==> config.mk <==
export PLATFORM = sky130hd
export DESIGN_NAME = pc_control
export DESIGN_NICKNAME = d
export VERILOG_FILES = /design/src/rtl/pc_ctrl_pkg.sv /design/src/rtl/pc_control_branch_cond_eval.sv /design/src/rtl/pc_control.sv
export SDC_FILE = /design/constraint.sdc
export NUM_CORES = 1
export LEC_CHECK = 0
export CAP_MARGIN = 20
export CORE_UTILIZATION = 44
export CTS_CLUSTER_SIZE = 40
export DETAILED_ROUTE_END_ITERATION = 16
export MAX_ROUTING_LAYER = met4
export PLACE_DENSITY = 0.83
export SLEW_MARGIN = 20
export SYNTH_ARGS = -nofsm -noshare
export SYNTH_HDL_FRONTEND = slang
export SYNTH_HIERARCHICAL = 1
export SYNTH_SLANG_ARGS = --single-unit
==> constraint.sdc <==
create_clock -name clk -period 2.89 [get_ports clk]
set_input_delay 0.289 -clock clk [delete_from_list [all_inputs] [get_ports clk]]
set_output_delay 0.289 -clock clk [all_outputs]
set_load 0.05 [all_outputs]
==> src/rtl/pc_ctrl_pkg.sv <==
// Shared constants for the fetch-stage next-PC logic.
// Contents: control opcodes, branch condition-code enum, flag bit positions
// inside the packed {N, V, Z} flag vector.
package pc_ctrl_pkg;

   // Control-flow opcodes; every other opcode value is a non-control op.
   localparam logic [3:0] OP_B   = 4'b1100;
   localparam logic [3:0] OP_BR  = 4'b1101;
   localparam logic [3:0] OP_PCS = 4'b1110;
   localparam logic [3:0] OP_HLT = 4'b1111;

   typedef enum logic [2:0] {
      NEQ    = 3'b000,
      EQ     = 3'b001,
      GT     = 3'b010,
      LT     = 3'b011,
      GTE    = 3'b100,
      LTE    = 3'b101,
      OVFL   = 3'b110,
      UNCOND = 3'b111
   } cond_code_e;

   // Bit positions of the flags in the packed {N, V, Z} vector.
   localparam int FLAG_N = 2;
   localparam int FLAG_V = 1;
   localparam int FLAG_Z = 0;

endpackage

==> src/rtl/pc_control_branch_cond_eval.sv <==
// Branch condition evaluator: maps a 3-bit condition code and the {N,V,Z}
// flags to a single "condition holds" bit. Purely combinational.
// Ports: cc_i (condition code), flags_i ({N,V,Z}), cond_o (condition true).
module branch_cond_eval
   import pc_ctrl_pkg::*;
(
   input  logic [2:0] cc_i,
   input  logic [2:0] flags_i,
   output logic       cond_o
);

   logic flag_n;
   logic flag_v;
   logic flag_z;

   assign flag_n = flags_i[FLAG_N];
   assign flag_v = flags_i[FLAG_V];
   assign flag_z = flags_i[FLAG_Z];

   always_comb begin
      cond_o = 1'b0;
      case (cond_code_e'(cc_i))
         NEQ:     cond_o = ~flag_z;
         EQ:      cond_o = flag_z;
         GT:      cond_o = ~flag_z & ~flag_n;
         LT:      cond_o = flag_n;
         // Equal, or strictly greater.
         GTE:     cond_o = flag_z | (~flag_z & ~flag_n);
         LTE:     cond_o = flag_n | flag_z;
         OVFL:    cond_o = flag_v;
         UNCOND:  cond_o = 1'b1;
         default: cond_o = 1'b0;
      endcase
   end

endmodule

==> src/rtl/pc_control.sv <==
// Next-PC selection for the fetch stage: sequential (+2), PC-relative B,
// register BR, PCS, or hold on halt. PC_out/taken are combinational; only the
// halt flag is registered. Macro PC_CTRL_HALT_LATCH_EN makes HLT sticky until
// rst; without it, halted is a one-cycle registered echo of op==HLT.
// Ports: clk, rst (sync, active-high), PC_in, data (BR target), offset
// (signed word offset), op, C (condition), F ({N,V,Z}); PC_out, taken, halted.
module pc_control
   import pc_ctrl_pkg::*;
(
   input  logic        clk,
   input  logic        rst,
   input  logic [15:0] PC_in,
   input  logic [15:0] data,
   input  logic [8:0]  offset,
   input  logic [3:0]  op,
   input  logic [2:0]  C,
   input  logic [2:0]  F,
   output logic [15:0] PC_out,
   output logic        taken,
   output logic        halted
);

   logic        halted_q;
   logic        halted_d;
   logic        cond;
   logic        is_b;
   logic        is_br;
   logic        is_hlt;
   logic [15:0] pc_plus2;
   logic [15:0] branch_disp;
   logic [15:0] b_target;

   branch_cond_eval u_cond (
      .cc_i    (C),
      .flags_i (F),
      .cond_o  (cond)
   );

   assign is_b   = (op == OP_B);
   assign is_br  = (op == OP_BR);
   assign is_hlt = (op == OP_HLT);

   assign pc_plus2 = PC_in + 16'd2;

   // Word offset -> byte displacement: sign-extend bit 8, then shift left 1.
   assign branch_disp = {{6{offset[8]}}, offset, 1'b0};
   assign b_target    = pc_plus2 + branch_disp;

   always_comb begin
      PC_out = pc_plus2;
      if (halted_q || is_hlt) begin
         PC_out = PC_in;
      end else if (is_b && cond) begin
         PC_out = b_target;
      end else if (is_br && cond) begin
         PC_out = data;
      end
   end

   assign taken = (is_b || is_br) && cond && !halted_q;

`ifdef PC_CTRL_HALT_LATCH_EN
   assign halted_d = halted_q | is_hlt;
`else
   assign halted_d = is_hlt;
`endif

   // Reset dominates, even when HLT is presented in the same cycle.
   always_ff @(posedge clk) begin
      if (rst) begin
         halted_q <= 1'b0;
      end else begin
         halted_q <= halted_d;
      end
   end

   assign halted = halted_q;

endmodule

==> results.yml, run 1 <==
run_status:
  status: "aborted with a tool error"
  lastStage: "4_1_cts"
  error: "[ERROR DPL-0038] Utilization greater than 100%, impossible to legalize"
logic_synthesis:
  synth_adder_area_share: 0.155
  synth_area_leaders: "ha_1, xnor2_1, a21oi_1, nand2_1, o21ai_0"
  syn-num-nets: 312
  synth.avg_cell_area_um2: 6.95
  seq_area_frac_synth: 0.0121
  netlist-cell-type-count: 58
  synth-async-reset-ratio: 0
  synth_top_family_by_area: "compound AO/OA/AOI/OAI gates"
  ys_ff_latch: 1
  yosysWarnings: 6
  syn-instance-count: 239
  synthFlopType: "dfxtp_1"
  synth_compound_area_frac: 0.366
  synthMuxAreaShare: 0.0497
  synthSimpleGateAreaFrac: 0.261
  synth_top_area_frac: 0.143
  synth_area_leader_cell: "ha_1"
  synth_area_um2: 1660
  synth_xor_area_frac: 0.116
  synth_edf_count: 0
clock_network:
  post_cts_buffers: 18
  ctsHoldBuffers: 0
  cts_resized: 112
floorplan:
  die_width_um: 63.4
  fp.dieH_um: 63.4
  io_pins: 71
  num_rows: 21
  start_util: 0.479
placement:
  placed_cells: 411
  place_congestion: 0.994
  io_buffers: 70
  place_hpwl_mm: 5.72
==> kinds of logic after synthesis <==
kind of cell | after synthesis
AOI/OAI and AO/OA | 87
xor gates and xnor gates | 22
adders and majority gates | 20
buffers and inverters | 17
DFF | 1
muxes | 8
and+or+nand+nor | 84
==> stage by stage <==
stage                util  setup WS [ns]  cell area, um^2
global placement    0.884         -0.589             3070
detailed placement  0.884         -0.714             3070
floorplan               -       0.000186             1700
==> synth_stat cells (all sizes together) (2+ instances only) <==
cell type / n
nor2b: 6
nand3: 12
nand3b: 3
mux2i: 6
a211o: 2
a211oi: 4
buf: 3
nand2: 20
inv: 9
o21a: 5
o21ai: 20
nand2b: 4
xnor2: 14
clkbuf: 5
and3: 4
nor2: 17
a21o: 7
o31a: 3
a21oi: 19
o211ai: 4
ha: 19
a41oi: 2
xor2: 8
o22a: 2
a31oi: 6
nor3: 4
nand4: 5
o22ai: 3
mux2: 2
==> run 2, diff against run 1 <==
CORE_UTILIZATION = 40   (was 44)
CTS_CLUSTER_SIZE = default   (was 40)
MAX_ROUTING_LAYER = default   (was met4)
PLACE_DENSITY = default   (was 0.83)
PLACE_DENSITY_LB_ADDON = 0.15   (was default)
==> run 2 against run 1 <==
The flow now finishes, with violations (negative setup slack); synthesized area unchanged; synthesized cell count unchanged.
==> results.yml, run 2 <==
run_status:
  status: "finished, violations left"
  violations: "negative setup slack"
finish:
  layout_commonest_cell: "buf_4"
  nets: 469
  area_growth_syn_to_layout_pct: 125
  final_cell_mix: "buf_4, clkdlybuf4s50_1, nand2_1, buf_12, buf_6"
  antenna_cells: 0
  drive_gt1_frac: 0.467
  largest_reg_flops: 1
  layout.cells.non_filler: 444
setup_path:
  end_kind: "output port"
  worst_path_largest_cell_delay_ns: 0.52
  critPathArrivalTime_ns: 2.85
  crit_chain: "clkdlybuf4s50_1, nand4_1, nor2_2, xnor2_1, ha_1, o211ai_1, a22o_1, a31oi_1, xnor2_1, o21ai_4, buf_12"
  cp-start-kind: "input pin"
  cp_slowest_cell: "clkdlybuf4s50_1"
  crit_required_ns: 2.60
  critPathKind: "in2out"
  cpMostUsedCell: "xnor2_1"
  cp_max_fo: 3
floorplan:
  die_width_um: 66.4
  start_util: 0.415
  die-area_um2: 4410
  num_rows: 23
  io_pins: 71
  fp.dieH_um: 66.4
  core_um2: 4000
global_routing:
  grt_pass1_vias: 2836
  antenna_found_initial: 0
  grt_usage: 0.379
  overflow: 0
  grt_first_pass_wirelength_mm: 12.8
  grt_max_degree: 23
logic_synthesis:
  netlist-cell-type-count: 58
  yosysWarnings: 6
  synth_top_area_frac: 0.143
  netlist_top_cells_count: "nand2_1, a21oi_1, ha_1, nor2_1, o21ai_0"
  synth_edf_count: 0
  synth.avg_cell_area_um2: 6.95
  synth_area_leaders: "ha_1, xnor2_1, a21oi_1, nand2_1, o21ai_0"
  synth-async-reset-ratio: 0
  syn-instance-count: 239
  ys_ff_latch: 1
  synth_area_um2: 1660
  synth_most_common_cell: "nand2_1"
  synth_area_leader_cell: "ha_1"
  seq_area_frac_synth: 0.0121
  synthFlopType: "dfxtp_1"
  syn-num-nets: 312
placement:
  placed_cells: 425
  place_hpwl_mm: 5.50
  io_buffers: 70
  place_congestion: 0.988
sta:
  worstMarginPinSlew_ns: 0.499
  slew_headroom: 0.662
  fin_crit_sh: 1.09
  drv_slew: 0
  finalHoldViolations: 0
  fin_ws_ns: -0.249
  rsz0062_at_grt: "yes"
  max_freq_ghz: 0.319
  tns_ns: -0.820
  period_minus_slack_ns: 3.14
  setup_viol: 9
power_and_ir_drop:
  seqPwrFrac: 0.017
  netSwitchingFraction: 0.509
  ir_drop_mv: 0.169
  clkPwrFrac: 0
  power_density_nw_per_um2: 234
  p_leak_uw: 0.00163
  power.net_switching_uw: 445
  p_int_uw: 429
  p_comb_frac: 0.983
routing:
  viasPerCell: 6.91
  drt-pass1-iter-count: 8
  wire_per_inst_um: 24.3
  num_vias: 3068
  drt-initial-drc-count: 408
  antenna_left: 0
  drcViolationCount: 0
  wl_mm: 10.8
hold_path:
  min_path_type: "in2reg"
clock_network:
  path_clk_slew_ns: 0
flow_run:
  maxCapViolCount: 0
-- run 2: repair_timing --
action | in CTS | in global routing
hold buffers | 0 | 0
pin swaps | 39 | 44
setup buffers | 14 | 7
setup endpoints to repair | 13 | 14
gates resized for setup | 108 | 39
-- run 2: layout make-up --
cell class	count	area [um^2]
multi-input combinational	221	2000
timing repair buffer	163	1630
fill	124	259
tap	50	62.6
inverter	9	33.8
sequential	1	20.0
-- run 2: cells by family (layout without fill, tap and decap cells) --
logic type	count (synthesis)	count (layout)	synth area share
AO/OA/AOI/OAI	87	87	0.366
XOR/XNOR	22	22	0.116
adder cells (fa/ha/maj)	20	20	0.155
buffers and inverters	17	172	0.0392
flip-flops	1	1	0.0121
multiplexers	8	8	0.0497
AND/OR/NAND/NOR	84	84	0.262
-- run 2: critical path, delay by kind of cell --
kind | cells | cell delay [ns]
AO/OA/AOI/OAI | 4 | 0.84
AND/OR/NAND/NOR | 2 | 0.45
buffers and inverters | 2 | 0.67
XOR/XNOR | 2 | 0.26
adder cells (fa/ha/maj) | 1 | 0.34
-- run 2: path summary, 6_finish.rpt --
| kind | start | endpoint | depth (start not counted) |
|---|---|---|---|
| max | PC_in[13] | PC_out[15] | 11 |
| min | rst | halted$_SDFF_PP0_ | 2 |
-- run 2: metal layers --
layer / part of all wire / track usage
met4: 0.083 / 0.189
met2: 0.46 / 0.694
met3: 0.12 / 0.0552
met5: 0 / 0
met1: 0.33 / 0.420
-- run 2: power by group through the flow --
stage          Combinational (uW)  Clock, uW  Sequential (uW)
6_report                      860          0             14.6
5_1_grt                       884          0             14.6
4_1_cts                       735          0             14.5
3_5_place_dp                  674          0             14.5
3_3_place_gp                  656          0             14.5
2_1_floorplan                 334          0             15.3
-- run 2: per-stage QoR --
| stage | area, um^2 | setup WS, ns | util | total power [uW] | hold slack [ns] |
|---|---|---|---|---|---|
| global placement | 3130 | -0.637 | 0.784 | 671 | 0.812 |
| floorplan | 1700 | 0.000186 | - | 349 | 0.361 |
| CTS | 3500 | -0.000885 | 0.875 | 749 | 0.820 |
| finish | 3740 | -0.249 | 0.935 | 875 | 0.872 |
| global route | 3740 | -0.243 | 0.935 | 898 | 0.891 |
| detailed placement | 3130 | -0.723 | 0.784 | 688 | 0.819 |
No activity file was read; power rests on OpenSTA's default activity.
